**src/rtl/single_port_ram_pkg.sv**
```systemverilog
// Shared defaults and types for the single-port RAM.
package single_port_ram_pkg;

   localparam int DEF_DATA_WIDTH = 8;
   localparam int DEF_ADDR_WIDTH = 6;
   localparam int DEF_DEPTH      = 64;

   typedef logic [DEF_DATA_WIDTH-1:0] ram_data_t;
   typedef logic [DEF_ADDR_WIDTH-1:0] ram_addr_t;

endpackage : single_port_ram_pkg

```
**src/rtl/single_port_ram.sv**
```systemverilog
// Synchronous single-port RAM with a registered read address.
// The read data comes from the array at the address captured on the last
// edge, so a write shows its new data on q right after that edge.
// A reset blanks q to zero without touching the stored words.
module single_port_ram
   import single_port_ram_pkg::*;
#(
   parameter int DATA_WIDTH = DEF_DATA_WIDTH,
   parameter int ADDR_WIDTH = DEF_ADDR_WIDTH,
   parameter int DEPTH      = DEF_DEPTH
) (
   input  logic                  clk,
   input  logic                  rst_n,
   input  logic [DATA_WIDTH-1:0] data,
   input  logic [ADDR_WIDTH-1:0] addr,
   input  logic                  we,
   output logic [DATA_WIDTH-1:0] q
);

   // Every address must map onto a real word.
   if (DEPTH != 2 ** ADDR_WIDTH) begin : g_depth_check
      $error("single_port_ram: DEPTH must equal 2**ADDR_WIDTH");
   end

   logic [DATA_WIDTH-1:0] mem [DEPTH];
   logic [ADDR_WIDTH-1:0] addr_reg;
   logic                  rd_valid;

   // Array write port; writes are suppressed while reset is asserted.
   // NOTE: the array has no reset so tools can map it onto RAM macros;
   // clearing it would force a flop-based implementation.
   always_ff @(posedge clk) begin
      if (rst_n && we) begin
         mem[addr] <= data;
      end
   end

   // Capture the read address every non-reset edge; rd_valid gates q after reset.
   // NOTE: non-blocking assignments keep this register and the array write
   // above order-independent within the same edge.
   always_ff @(posedge clk) begin
      if (!rst_n) begin
         addr_reg <= '0;
         rd_valid <= 1'b0;
      end else begin
         addr_reg <= addr;
         rd_valid <= 1'b1;
      end
   end

   // Read through the registered address; zero until the first post-reset edge.
   assign q = rd_valid ? mem[addr_reg] : '0;

endmodule : single_port_ram

```
**config.mk**
```make
export PLATFORM = sky130hd
export DESIGN_NAME = single_port_ram
export DESIGN_NICKNAME = d
export VERILOG_FILES = /design/src/rtl/single_port_ram_pkg.sv /design/src/rtl/single_port_ram.sv
export SDC_FILE = /design/constraint.sdc
export NUM_CORES = 1
export LEC_CHECK = 0
export ABC_CLOCK_PERIOD_IN_PS = 2700
export CAP_MARGIN = 5
export CORE_ASPECT_RATIO = 2
export CORE_UTILIZATION = 62
export DETAILED_ROUTE_END_ITERATION = 10
export GPL_TIMING_DRIVEN = 0
export PLACE_DENSITY = 0.79
export SLEW_MARGIN = 10
export SYNTH_ARGS = -nofsm -noshare
export SYNTH_HDL_FRONTEND = slang
export SYNTH_SLANG_ARGS = --single-unit
```
**constraint.sdc**
```tcl
create_clock -name clk -period 2.7 [get_ports clk]
set_input_delay 0.54 -clock clk [delete_from_list [all_inputs] [get_ports clk]]
set_output_delay 0.54 -clock clk [all_outputs]
set_load 0.01 [all_outputs]
```
Word-level counts from Yosys, hierarchy flattened
Memory sizes are Yosys's and may differ from the RTL's. A register that Yosys moved wholly into a read port is not among the register bits.
Cells that the tools add are included.

cells by class
  $add $sub $neg = 0
  multiply operators = 0
  div/mod/pow operators = 0
  order comparisons = 0
  eq/ne operators = 0
  shift operators = 0
  mux-type cells = 5
  bitwise operators = 0
  reductions and logical operators = 1

operators with widths
  cell               count
  two-way mux 8 bit  1
  two-way mux 6 bit  1
  two-way mux 1 bit  3
  logical AND 1 bit  1

word-level totals
  flip-flop bits (word level) = 1
  bits in latches = 0
  memory bits (writable) = 512
  memory bits (read-only) = 0
  output and inout port bits = 8
  word-level logic and storage cells = 8
  memories = 1

memory list
  name  depth  bits a word  read ports  clocked after memory_dff  wr ports  line                   source
  mem   64     8            1           1                         1         single_port_ram.sv:25  logic [DATA_WIDTH-1:0] mem [DEPTH];

Logic depth before layout (Yosys ltp)
  word-level depth = 3
  depth in mapped cells = 9
  gate-level depth less buffers = 5

Worst setup path before layout
Ideal clock, no wire load.

  path kind = flip-flop to output port
  from = reg with a tool-made name
  to = out q[1]
  data arrival time = 1.945 ns
  data required time = 2.160 ns
  path slack = 0.215 ns
  stages on the path, launching flop included = 9
  path buffers = 4
  cells stage by stage = dfxtp_1 > buf_6 > buf_6 > buf_2 > buf_2 > mux4_2 > a22oi_1 > nand2_1 > a221o_1

RTL lines
  element    line                   source
  to (decl)  single_port_ram.sv:17  output logic [DATA_WIDTH-1:0] q

==> impl_metrics.py <==
metrics = {
    "power": {
        "p_leak_nw": 7.36,
        "finalPower_mw": 16.2,
        "ir_drop_mv": 0.669,
        "powerDensity_nw_per_um2": 674,
    },
    "placed_design": {
        "globalplace.congestion": 0.962,
        "post_dp_cell_area_um2": 21200,
        "dp_worst_setup_slack_ns": -1.33,
        "port_buffers": 20,
        "dp_hpwl_um": 33400,
    },
    "synthesis": {
        "synth-edff-count": 512,
        "synth_seq_area_share": 0.764,
        "synth_cells": 948,
        "ys.warnings.count": 0,
        "synth_top_area_frac": 0.757,
        "ys_seq_elements": 519,
        "async_flop_share": 0,
        "ys_types": 41,
        "yosys-top-cells-area": "edfxtp_1, mux4_2, mux4_1, nor2_1, mux2i_1",
        "yosysTopAreaCell": "edfxtp_1",
        "synth-main-ff-cell": "edfxtp_1",
        "syn_area_um2": 20300,
        "syn_avg_cell_area_um2": 21.4,
        "synth_fp_nets": 965,
    },
    "critical_path": {
        "worstPathArrival_ns": 2.97,
        "critPathLaunchType": "flip-flop",
        "critPathCaptureType": "output port",
        "crit_type": "reg2out",
        "critPathMaxFanout": 10,
        "crit_required_ns": 2.16,
    },
    "cts": {
        "cts_tree": "yes",
        "cts_buffers": 42,
        "cts_hold_buf": 0,
        "clk_path_buf_depth": 3,
        "path_clk_slew_ns": 0.07,
        "cts.sinks": 519,
        "cts_root_buffer": "clkbuf_16",
        "cts-htree-levels": 2,
    },
    "routing": {
        "wl_per_cell_um": 36.5,
        "drc": 0,
        "drtAntennaViolNets": 0,
        "vias": 10800,
        "wl_um": 55500,
        "vias_per_cell": 7.12,
        "drtIter0Drc": 1508,
        "first_pass_iters": 5,
    },
    "die": {
        "die_x_um": 130,
        "coreArea_um2": 32200,
        "ios": 25,
        "start_util": 0.630,
        "num_rows": 93,
        "die_area_um2": 33500,
        "dieHeight_um": 258,
    },
    "sta": {
        "setup_tns_ns": -18.65,
        "grt_setup_unrepaired": "yes",
        "setup_viol": 229,
        "finalHoldViolations": 0,
        "maxSlewViolCount": 0,
        "period_minus_slack_ns": 3.51,
        "fin_crit_sh": 1.30,
        "tightest_slew_ns": 1.14,
        "slew_headroom": 0.237,
        "setup_ws_ns": -0.806,
        "fmaxAchievable_ghz": 0.285,
    },
    "flow_run": {
        "drv_cap": 0,
    },
    "layout": {
        "diodes": 0,
        "area_delta_synth_final_pct": 18.5,
        "multi_input_area_um2": 5140,
        "num-fill-cells": 1682,
        "post-route-util": 0.746,
        "drive_gt1_frac": 0.393,
        "finalInstanceArea_um2": 24100,
        "nets": 1082,
        "regArea_um2": 15500,
    },
    "grt": {
        "antenna_found_initial": 0,
        "grt_usage": 0.347,
        "grt_overflow": 0,
        "grt_first_pass_wirelength_um": 77700,
        "grt_max_degree": 57,
        "grt_pass1_vias": 11000,
    },
    "worst_hold_path": {
        "hold_class": "in2reg",
        "hold_start": "data[4]",
    },
    "outcome": {
        "status": "complete, but fails checks",
        "violations": "negative setup slack",
    },
}
-- repair_timing --
item	4_1_cts	5_1_grt
setup endpoints to repair	232	426
gates resized for setup	247	76
setup buffers	32	14
gates cloned	4	0
endpoints found under the hold margin	0	0
pin swaps	25	18
-- kinds of logic after synthesis --
family                 synth area share
DFF                               0.764
muxes                             0.157
AOI/OAI and AO/OA                0.0263
buffers and inverters            0.0183
and+or+nand+nor                  0.0345
-- state kept, by name (all words and copies together), names as in the netlist, named ones only --
name	flops
rd_valid	1
mem	512
-- through the flow --
step | std cells | hold slack [ns]
6_report | 1522 | 0.315
4_1_cts | 1515 | 0.302
3_5_place_dp | 1406 | 0.872
5_1_grt | 1522 | 0.334
3_3_place_gp | 1395 | 0.973
2_1_floorplan | 948 | 0.568
-- critical path, stage by stage (launching register included) --
cell      delay, ns
dfxtp_1        0.30
clkbuf_4       0.19
buf_6          0.18
buf_6          0.18
nor2_2         0.57
a22oi_2        0.13
a211oi_2       0.37
a311o_1        0.28
buf_2          0.17
-- report_power, final --
| group | switching [mW] | internal (mW) | leakage [nW] | total (mW) |
|---|---|---|---|---|
| combinational | 0.696 | 0.496 | 2.05 | 1.19 |
| clock | 2.82 | 3.31 | 0.649 | 6.13 |
| sequential | 0.0140 | 8.87 | 4.66 | 8.89 |
| total | 3.53 | 12.7 | 7.36 | 16.2 |
-- cell usage after synthesis, types with 2 or more instances --
cell type,number
nor2b_1,10
a311o_1,2
buf_4,11
a22oi_1,14
o22ai_1,18
nand2b_1,6
a2111oi_0,5
mux2i_1,18
a21oi_1,7
a211oi_1,7
nand3b_1,7
nand3_1,9
and2_1,8
mux4_1,22
nor4_1,4
nand4b_1,2
mux4_2,104
o21a_1,4
o221ai_1,4
clkbuf_1,25
nand2_1,14
a221o_1,4
buf_2,11
nor2_1,74
o211ai_1,3
or3_1,2
or3b_2,2
buf_6,9
or2_2,7
edfxtp_1,512
mux2_2,7
dfxtp_1,7
-- path summary, 6_finish.rpt --
| path | end | slack [ns] | cells past startpoint |
|---|---|---|---|
| max | q[4] | -0.81 | 8 |
| min | mem[42][4] | 0.31 | 1 |
-- layout make-up --
class / instances / share of cell area
sequential: 519 / 0.645
multi-input combinational: 370 / 0.214
clock buffer: 48 / 0.0455
timing repair buffer: 79 / 0.0369
buffer: 52 / 0.0262
tap: 427 / 0.0222
clock inverter: 26 / 0.0101
inverter: 1 / 0.000156
-- placed cells by master, fill, tap and decap left out, types with 13 or more instances in the layout --
master | netlist | layout
nor2_2 | 0 | 49
clkbuf_1 | 25 | 18
buf_6 | 9 | 16
edfxtp_1 | 512 | 512
buf_4 | 11 | 26
nor2_4 | 0 | 16
buf_2 | 11 | 20
clkbuf_16 | 0 | 44
buf_12 | 1 | 31
mux4_2 | 104 | 113
mux4_1 | 22 | 13
-- routing by layer --
metal,up-vias,share of wire,track usage
li1,4194,-,-
met1,5523,0.30,0.390
met2,868,0.51,0.566
met3,258,0.095,0.0597
met4,0,0.098,0.300
met5,-,0,0
(Power assumes the default switching activity.)
